## config.mk

```make
export PLATFORM = sky130hd
export DESIGN_NAME = hazard_ctrl
export DESIGN_NICKNAME = d
export VERILOG_FILES = /design/src/rtl/hazard_ctrl_pkg.sv /design/src/rtl/hazard_ctrl_wdog.sv /design/src/rtl/hazard_ctrl.sv
export SDC_FILE = /design/constraint.sdc
export NUM_CORES = 1
export LEC_CHECK = 0
export BUFFER_PORTS_ARGS = -buffer_cell sky130_fd_sc_hd__buf_2
export CORE_UTILIZATION = 30
export DETAILED_ROUTE_END_ITERATION = 8
export HOLD_SLACK_MARGIN = 0.05
export MAX_ROUTING_LAYER = met4
export RECOVER_POWER = 50
export SETUP_SLACK_MARGIN = 0.4
export SLEW_MARGIN = 5
export SYNTH_ARGS = -nofsm -noshare
export SYNTH_HDL_FRONTEND = slang
export SYNTH_SLANG_ARGS = --single-unit
```

## constraint.sdc

```tcl
create_clock -name clk_i -period 2.11 [get_ports clk_i]
set_clock_uncertainty 0.1 [all_clocks]
set_input_delay 0.1055 -clock clk_i [delete_from_list [all_inputs] [get_ports clk_i]]
set_output_delay 0.1055 -clock clk_i [all_outputs]
set_load 0.05 [all_outputs]
```

## src/rtl/hazard_ctrl_pkg.sv

```systemverilog
// -----------------------------------------------------------------------------
// hazard_ctrl_pkg
// Shared definitions for the pipeline hazard controller:
//   - hz_state_t       : controller FSM states (RUN / MEMWAIT / REPLAY)
//   - RF_SIZE_DEF      : default register-index width
//   - WDOG_W_DEF       : default memory-wait watchdog counter width
//   - WDOG_LIMIT_DEF   : default watchdog limit in wait cycles
// -----------------------------------------------------------------------------
package hazard_ctrl_pkg;

    typedef enum logic [1:0] {
        ST_RUN     = 2'd0,
        ST_MEMWAIT = 2'd1,
        ST_REPLAY  = 2'd2
    } hz_state_t;

    localparam int RF_SIZE_DEF    = 5;
    localparam int WDOG_W_DEF     = 8;
    localparam int WDOG_LIMIT_DEF = 200;

endpackage : hazard_ctrl_pkg

```

## src/rtl/hazard_ctrl_wdog.sv

```systemverilog
// -----------------------------------------------------------------------------
// hazard_wdog
// Saturating memory-wait watchdog with a sticky error flag.
// Ports:
//   clk_i    in  : clock, rising edge
//   rst_i    in  : asynchronous active-high reset (clears counter and error)
//   wait_i   in  : 1 in every cycle the data memory access is still waiting
//   err_o    out : sticky timeout error, set once WDOG_LIMIT wait cycles
//                  have been counted in one uninterrupted wait
// The counter clears in any cycle without a wait; the error only clears on
// reset.
// -----------------------------------------------------------------------------
module hazard_wdog
    import hazard_ctrl_pkg::*;
#(
    parameter int WDOG_W     = WDOG_W_DEF,
    parameter int WDOG_LIMIT = WDOG_LIMIT_DEF
) (
    input  logic clk_i,
    input  logic rst_i,
    input  logic wait_i,
    output logic err_o
);

    localparam logic [WDOG_W-1:0] LIMIT    = WDOG_W'(WDOG_LIMIT);
    localparam logic [WDOG_W-1:0] LIMIT_M1 = WDOG_W'(WDOG_LIMIT - 1);

    logic [WDOG_W-1:0] r_cnt;
    logic              r_err;

    always_ff @(posedge clk_i or posedge rst_i) begin
        if (rst_i) begin
            r_cnt <= '0;
            r_err <= 1'b0;
        end else begin
            if (!wait_i) begin
                r_cnt <= '0;
            end else if (r_cnt != LIMIT) begin
                r_cnt <= r_cnt + 1'b1;
            end
            // Error rises on the same edge the counter reaches the limit.
            if (wait_i && (r_cnt >= LIMIT_M1)) begin
                r_err <= 1'b1;
            end
        end
    end

    assign err_o = r_err;

endmodule : hazard_wdog

```

## src/rtl/hazard_ctrl.sv

```systemverilog
// -----------------------------------------------------------------------------
// hazard_ctrl
// Pipeline hazard controller: stall/flush controls for IF/ID, ID/EX, EX/MEM,
// MEM/WB and the PC unit. Handles load-use bubbles, EX redirects, and freezes
// the pipe while a MEM access waits for ready (redirects seen during the
// freeze are deferred and replayed in one REPLAY cycle after release).
// Optional feature macro: HAZARD_PERF_EN (adds perf_stall_o / perf_flush_o).
// Ports:
//   clk_i, rst_i                  : clock, async active-high reset
//   id_rs1_i/id_rs2_i, id_ers*_i  : ID source indices and read enables
//   ex_rd_i, ex_erd_i             : ID/EX destination index and write enable
//   ex_ememread_i                 : ID/EX holds a load
//   ex_redirect_i                 : EX resolved a taken control transfer
//   mem_req_i, mem_ready_i        : MEM access in flight / completes now
//   pc/ifid/idex/exmem stall, ifid/idex/memwb flush, pc_redirect_o : controls
//   wdog_err_o                    : sticky memory-timeout error
//   perf_stall_o, perf_flush_o    : (HAZARD_PERF_EN only) wrapping counters
// -----------------------------------------------------------------------------
module hazard_ctrl
    import hazard_ctrl_pkg::*;
#(
    parameter int RF_SIZE    = RF_SIZE_DEF,
    parameter int WDOG_W     = WDOG_W_DEF,
    parameter int WDOG_LIMIT = WDOG_LIMIT_DEF
) (
    input  logic               clk_i,
    input  logic               rst_i,
    input  logic [RF_SIZE-1:0] id_rs1_i,
    input  logic [RF_SIZE-1:0] id_rs2_i,
    input  logic               id_ers1_i,
    input  logic               id_ers2_i,
    input  logic [RF_SIZE-1:0] ex_rd_i,
    input  logic               ex_erd_i,
    input  logic               ex_ememread_i,
    input  logic               ex_redirect_i,
    input  logic               mem_req_i,
    input  logic               mem_ready_i,
    output logic               pc_stall_o,
    output logic               ifid_stall_o,
    output logic               ifid_flush_o,
    output logic               idex_stall_o,
    output logic               idex_flush_o,
    output logic               exmem_stall_o,
    output logic               memwb_flush_o,
    output logic               pc_redirect_o,
    output logic               wdog_err_o
`ifdef HAZARD_PERF_EN
    ,
    output logic [31:0]        perf_stall_o,
    output logic [31:0]        perf_flush_o
`endif
);

    hz_state_t r_state;
    hz_state_t w_state_next;
    logic      r_pend;
    logic      w_pend_next;

    logic w_memwait;
    logic w_load_use;

    logic w_pc_stall, w_ifid_stall, w_ifid_flush, w_idex_stall;
    logic w_idex_flush, w_exmem_stall, w_memwb_flush, w_pc_redirect;

    assign w_memwait = mem_req_i && !mem_ready_i;

    // x0 is hard-wired, so a load "to x0" never creates a dependency.
    assign w_load_use = ex_ememread_i && ex_erd_i && (ex_rd_i != '0) &&
                        ((id_ers1_i && (id_rs1_i == ex_rd_i)) ||
                         (id_ers2_i && (id_rs2_i == ex_rd_i)));

    always_ff @(posedge clk_i or posedge rst_i) begin
        if (rst_i) begin
            r_state <= ST_RUN;
            r_pend  <= 1'b0;
        end else begin
            r_state <= w_state_next;
            r_pend  <= w_pend_next;
        end
    end

    always_comb begin
        w_state_next  = r_state;
        w_pend_next   = r_pend;
        w_pc_stall    = 1'b0;
        w_ifid_stall  = 1'b0;
        w_ifid_flush  = 1'b0;
        w_idex_stall  = 1'b0;
        w_idex_flush  = 1'b0;
        w_exmem_stall = 1'b0;
        w_memwb_flush = 1'b0;
        w_pc_redirect = 1'b0;

        if (w_memwait) begin
            // Full freeze; a redirect from the frozen EX stage is remembered
            // rather than acted on, since IF/ID and ID/EX must hold.
            w_pc_stall    = 1'b1;
            w_ifid_stall  = 1'b1;
            w_idex_stall  = 1'b1;
            w_exmem_stall = 1'b1;
            w_memwb_flush = 1'b1;
            if (ex_redirect_i) begin
                w_pend_next = 1'b1;
            end
        end else if (r_state == ST_REPLAY) begin
            w_pc_redirect = 1'b1;
            w_ifid_flush  = 1'b1;
            w_idex_flush  = 1'b1;
            w_pend_next   = 1'b0;
        end else if ((r_state == ST_RUN) && ex_redirect_i) begin
            w_pc_redirect = 1'b1;
            w_ifid_flush  = 1'b1;
            w_idex_flush  = 1'b1;
        end else if ((r_state == ST_RUN) && w_load_use) begin
            w_pc_stall   = 1'b1;
            w_ifid_stall = 1'b1;
            w_idex_flush = 1'b1;
        end

        unique case (r_state)
            ST_RUN: begin
                if (w_memwait) begin
                    w_state_next = ST_MEMWAIT;
                end
            end
            ST_MEMWAIT: begin
                if (mem_ready_i) begin
                    w_state_next = r_pend ? ST_REPLAY : ST_RUN;
                end
            end
            ST_REPLAY: begin
                // A new wait starting in the replay cycle suppresses the
                // replay; the pending flag survives and replays after it.
                w_state_next = w_memwait ? ST_MEMWAIT : ST_RUN;
            end
            default: begin
                w_state_next = ST_RUN;
            end
        endcase
    end

    // Controls are forced low for the whole time reset is held.
    assign pc_stall_o    = w_pc_stall    && !rst_i;
    assign ifid_stall_o  = w_ifid_stall  && !rst_i;
    assign ifid_flush_o  = w_ifid_flush  && !rst_i;
    assign idex_stall_o  = w_idex_stall  && !rst_i;
    assign idex_flush_o  = w_idex_flush  && !rst_i;
    assign exmem_stall_o = w_exmem_stall && !rst_i;
    assign memwb_flush_o = w_memwb_flush && !rst_i;
    assign pc_redirect_o = w_pc_redirect && !rst_i;

    hazard_wdog #(
        .WDOG_W     (WDOG_W),
        .WDOG_LIMIT (WDOG_LIMIT)
    ) u_wdog (
        .clk_i  (clk_i),
        .rst_i  (rst_i),
        .wait_i (w_memwait),
        .err_o  (wdog_err_o)
    );

`ifdef HAZARD_PERF_EN
    logic [31:0] r_perf_stall;
    logic [31:0] r_perf_flush;

    always_ff @(posedge clk_i or posedge rst_i) begin
        if (rst_i) begin
            r_perf_stall <= '0;
            r_perf_flush <= '0;
        end else begin
            if (pc_stall_o) begin
                r_perf_stall <= r_perf_stall + 32'd1;
            end
            if (idex_flush_o) begin
                r_perf_flush <= r_perf_flush + 32'd1;
            end
        end
    end

    assign perf_stall_o = r_perf_stall;
    assign perf_flush_o = r_perf_flush;
`endif

endmodule : hazard_ctrl

```

# ---- Word level (Yosys, flattened, before mapping)
# Cells that the tools add are included.
dict set report word_totals {
  reg_bits 12
  out_inout_bits 9
  in_bits 24
  word_cells 57
}
dict set report op_classes {
  addsub 1
  magnitude_cmp 1
  n_eq_ne 9
  n_reduce_logical 21
  n_mux 21
}
# cell n
set ops {}
lappend ops {{two-way mux 8 bit} 2}
lappend ops {{two-way mux 1 bit} 15}
lappend ops {{logical AND 1 bit} 13}
lappend ops {{equality test 5 bit} 2}
lappend ops {{adder 8 x 1 -> 8 bit, second input constant} 1}
lappend ops {{greater-or-equal comparator 8 bit, second input constant} 1}
lappend ops {{!= test 8 bit, second input constant} 1}
lappend ops {{two-way mux 2 bit} 3}
lappend ops {{!= test 2 bit, second input constant} 3}
lappend ops {{one-hot mux 2 bit (3 select lines)} 1}
lappend ops {{nonzero test 5 bit} 1}
lappend ops {{AND reduction 2 bit} 2}
lappend ops {{equality test 2 x 1 -> 1 bit, second input constant} 1}
lappend ops {{equality test 2 bit, second input constant} 1}
lappend ops {{zero test 1 bit} 2}
lappend ops {{zero test 2 bit} 1}
lappend ops {{!= test 2 x 1 -> 1 bit, second input constant} 1}
lappend ops {{nonzero test 2 bit} 1}
lappend ops {{logical OR 1 bit} 1}

# ---- Depth between registers and ports, before layout
dict set report logic_depth {
  ltp_word 10
  depth_mapped 5
  ltp_nobuf 5
}

# ---- Hierarchy
# From an unflattened synthesis, not the netlist that was laid out.
dict set report unflattened {
  hier_cells 91
  hier_area_um2 840.8
}
# module cells_each area_per_inst_um2 seq_area_each_um2 n_inst
set modules_own_cells {}
lappend modules_own_cells {hazard_wdog 49 491.7 225.2 1}
lappend modules_own_cells {hazard_ctrl 42 349.1 75.1 1}

# ---- Worst setup path before layout
# No wires, ideal clock.
dict set report synth_path {
  path_kind {flip-flop to output port}
  start {reg r_state[0]}
  end {out idex_flush_o}
  path_stages_with_launch 3
  arrival_time_ps 2716
  setup_slack_ps -812
  required_ps 1904
  n_path_buf 0
  cell_sequence {dfrtp_1 -> nor4_1 -> o21bai_1}
}
dict set report synth_via {
  elab_chain_cells 7
  word_cells_on_any_way 9
  cone_classes {eq/ne (1); mux (4); reduce/logical (4)}
}
# item line_no
set synth_rtl {}
lappend synth_rtl {{start: declaration} hazard_ctrl.sv:54} ;# hz_state_t r_state;
lappend synth_rtl {{start signal: assignment} hazard_ctrl.sv:77} ;# r_state <= w_state_next;
lappend synth_rtl {{zero test 2 bit} {hazard_ctrl.sv:110, hazard_ctrl.sv:114}}
lappend synth_rtl {{logical AND 1 bit} hazard_ctrl.sv:114} ;# end else if ((r_state == ST_RUN) && w_load_use) begin
lappend synth_rtl {{two-way mux 1 bit} hazard_ctrl.sv:114}
lappend synth_rtl {{two-way mux 1 bit} hazard_ctrl.sv:110} ;# end else if ((r_state == ST_RUN) && ex_redirect_i) begin
lappend synth_rtl {{two-way mux 1 bit *} hazard_ctrl.sv:105} ;# end else if (r_state == ST_REPLAY) begin
lappend synth_rtl {{two-way mux 1 bit *} hazard_ctrl.sv:94} ;# if (w_memwait) begin
lappend synth_rtl {{logical AND 1 bit *} hazard_ctrl.sv:147} ;# assign idex_flush_o = w_idex_flush && !rst_i;
lappend synth_rtl {{end: declaration} hazard_ctrl.sv:42} ;# output logic idex_flush_o,
# Every way passes the cells marked *; elsewhere a longest branch is shown, timed or not.

# ---- Worst setup path after layout
dict set report layout_path {
  start {reg r_state[0]}
  end {out pc_stall_o}
}
dict set report layout_via {
  elab_chain_cells 7
  word_cells_on_any_way 9
  cone_classes {eq/ne (1); mux (4); reduce/logical (4)}
}
# item line_no
set layout_rtl {}
lappend layout_rtl {{zero test 2 bit} {hazard_ctrl.sv:110, hazard_ctrl.sv:114}}
lappend layout_rtl {{logical AND 1 bit} hazard_ctrl.sv:114}
lappend layout_rtl {{two-way mux 1 bit} hazard_ctrl.sv:114}
lappend layout_rtl {{two-way mux 1 bit} hazard_ctrl.sv:110}
lappend layout_rtl {{two-way mux 1 bit *} hazard_ctrl.sv:105}
lappend layout_rtl {{two-way mux 1 bit *} hazard_ctrl.sv:94}
lappend layout_rtl {{logical AND 1 bit *} hazard_ctrl.sv:143} ;# assign pc_stall_o = w_pc_stall && !rst_i;
lappend layout_rtl {{end: declaration} hazard_ctrl.sv:38} ;# output logic pc_stall_o,
# Marked as above.

==> results.ini <==
[outcome]
status = finished, violations left
failed_checks = negative hold slack

[timing]
finalCriticalPeriod_ns = 1.75
period_share_pct = 83.0
setup-tns-final_ns = 0
fmax_mhz = 571
worst_pin_slew_ns = 0.592
setup_viol = 0
whs_ns = -0.00721
grt_setup_unrepaired = true
slew_headroom_pct = 60.7
hold_violations = 1
maxSlewViolCount = 0

[clocking]
numClockSinks = 12
htreeDepth = 1
clk_latency_ns = 0.27
cts-buffers-inserted = 3
clkTransAtPathRegs_ns = 0.07
clock_path_buffers = 2
root_buffer = clkbuf_4
cts_tree = built

[die]
core-area_um2 = 2500
row_count = 18
die_h_um = 53.5
io_pins = 33
start_util_pct = 31.8
dieArea_um2 = 2860
die_w_um = 53.5

[min_path]
min_path_type = primary input to register
worstHoldStart = mem_req_i

[finish]
drive_above_1_share_pct = 36.7
multi_input_area_um2 = 488
final_area_um2 = 1110
antenna-diode-count = 0
layout_commonest_cell = buf_2
design.final.nets = 147
syn_to_final_growth_pct = 39.7
final_cell_mix = buf_2 (27), xor2_1 (13), dfrtp_1 (11)
regArea_um2 = 302
nFillCells = 244

[synthesis]
synth_nets = 108
synth_compound_area_share_pct = 8.50
ys_ff_latch = 12
avgSynthCellArea_um2 = 9.69
synth_edf_count = 0
synth_top_family_by_area = simple AND/OR/NAND/NOR gates
netlist_instances = 82
synth-xor-area-share_pct = 18.7
ys_seq_area_share_pct = 37.8
synthSimpleGateAreaFrac_pct = 22.2
yosys_warnings = 0
yosysUniqueCellTypes = 28
ys.flop_type = dfrtp_1
synthAdderAreaFrac_pct = 3.15
async_flop_share_pct = 100
synth.area.mux_share_pct = 2.52
netlist_area_um2 = 795

[critical_path]
crit_path_start_kind = register
required_ns = 1.90
worstSetupPathType = register to primary output
rrSetupSlack_ns = 0.57
end_kind = primary output
critPathLaunch = r_state[0]
reg2reg_from = u_wdog.r_cnt[1]
worstPathMaxFanout = 2
arrival_ns = 1.55

[drt]
num_vias = 717
wl_per_cell_um = 11.2
drtPass1Iterations = 4
ant_nets = 0
drt-total-wl_um = 1680
drtIter0Drc = 5
drc = 0
via_per_inst = 4.78

[power_and_ir_drop]
p_sw_share_pct = 29.0
power_density_nw_per_um2 = 514
p_seq_share_pct = 43.5
p_leak_nw = 0.534
ir_drop_v = 0.000372
combinationalPowerShare_pct = 24.7
share_clk_of_total_power_pct = 31.8
p_sw_mw = 0.165
intPower_mw = 0.405

[placed_design]
portBuffers = 32
place_area_um2 = 993
hpwl_um = 1310
gp_congestion = 0.732

[global_routing]
grt_max_degree = 13
grt_pass1_wl_um = 2900
grt_pass1_vias = 745
antenna_found_initial = 0
grt_usage_pct = 14.4
grt_overflow = 0

[run]
drv_cap = 0

-- critical path, stage by stage (launching register included) --
cell     delay [ns]
dfrtp_2        0.42
nor4b_4        0.26
o211a_1        0.20
o21ai_2        0.07
o22ai_4        0.13
buf_6          0.18
-- flip-flops by register name (all words and copies together) (netlist names) --
name / cells
u_wdog.r_cnt: 8
r_state: 2
r_pend: 1
u_wdog.err_o: 1
-- through the flow --
stage	total power, mW	setup slack (ns)	hold slack [ns]	cells	utilization [%]
2_1_floorplan	0.339	0.344	-0.130	82	-
6_report	0.570	0.358	-0.00721	150	44.4
4_1_cts	0.580	0.357	0.168	151	44.8
3_5_place_dp	0.379	0.517	0.127	139	39.7
3_3_place_gp	0.377	0.521	0.122	139	39.7
5_1_grt	0.601	0.272	0.0935	150	44.4
-- path summary, 6_finish.rpt --
| check | cells past startpoint | end |
|---|---|---|
| max | 5 | pc_stall_o |
| min | 3 | r_state[0] |
| max reg2reg | 3 | u_wdog.err_o |
| min reg2reg | 1 | u_wdog.err_o |
| max in group asynchronous | 3 | r_state[0] |
| min in group asynchronous | 3 | u_wdog.r_cnt[4] |
-- synthesized netlist by cell type (all sizes together), types with 2 or more instances --
cell	n	area, um2
xor2	13	114
dfrtp	12	300
nor2	11	41.3
buf	5	41.3
nand3	5	25.0
inv	4	15.0
xnor2	4	35.0
nor4	3	18.8
and3	2	12.5
and4	2	17.5
ha	2	25.0
mux2i	2	20.0
nor3	2	10.0
nor4b	2	17.5
-- kinds of logic after synthesis --
group | Yosys count
AND/OR/NAND/NOR | 32
multiplexers | 2
buffers and inverters | 9
adder cells (fa/ha/maj) | 2
flip-flops | 12
AO/OA/AOI/OAI | 8
XOR/XNOR | 17
-- power groups by stage --
stage          logic (mW)  registers (mW)  clock network (mW)
2_1_floorplan      0.0862           0.253                   0
4_1_cts             0.146           0.247               0.187
3_3_place_gp        0.123           0.254                   0
3_5_place_dp        0.124           0.255                   0
6_report            0.141           0.248               0.181
5_1_grt             0.156           0.250               0.195
-- metal layers --
| layer | vias to the layer above | track usage, % | wire (um) |
|---|---|---|---|
| met2 | 28 | 26.0 | 768 |
| met5 | - | - | 0 |
| met3 | 5 | 2.30 | 128 |
| met4 | 0 | 7.89 | 41 |
| li1 | 361 | - | - |
| met1 | 323 | 14.7 | 746 |
-- timing repair --
item,in CTS,in global routing
hold buffers,5,0
setup endpoints to repair,3,4
hold endpoints to repair,14,0
pin swaps,2,2
buffers inserted,3,0
gates resized for setup,6,1
-- cell type report --
type,count,share of cell area [%]
Clock buffer,4,3.27
Inverter,4,1.35
Multi-Input combinational cell,61,44.0
Sequential cell,12,27.2
Tap cell,30,3.38
Timing Repair Buffer,39,20.9
Power figures use the tool's default switching activity.
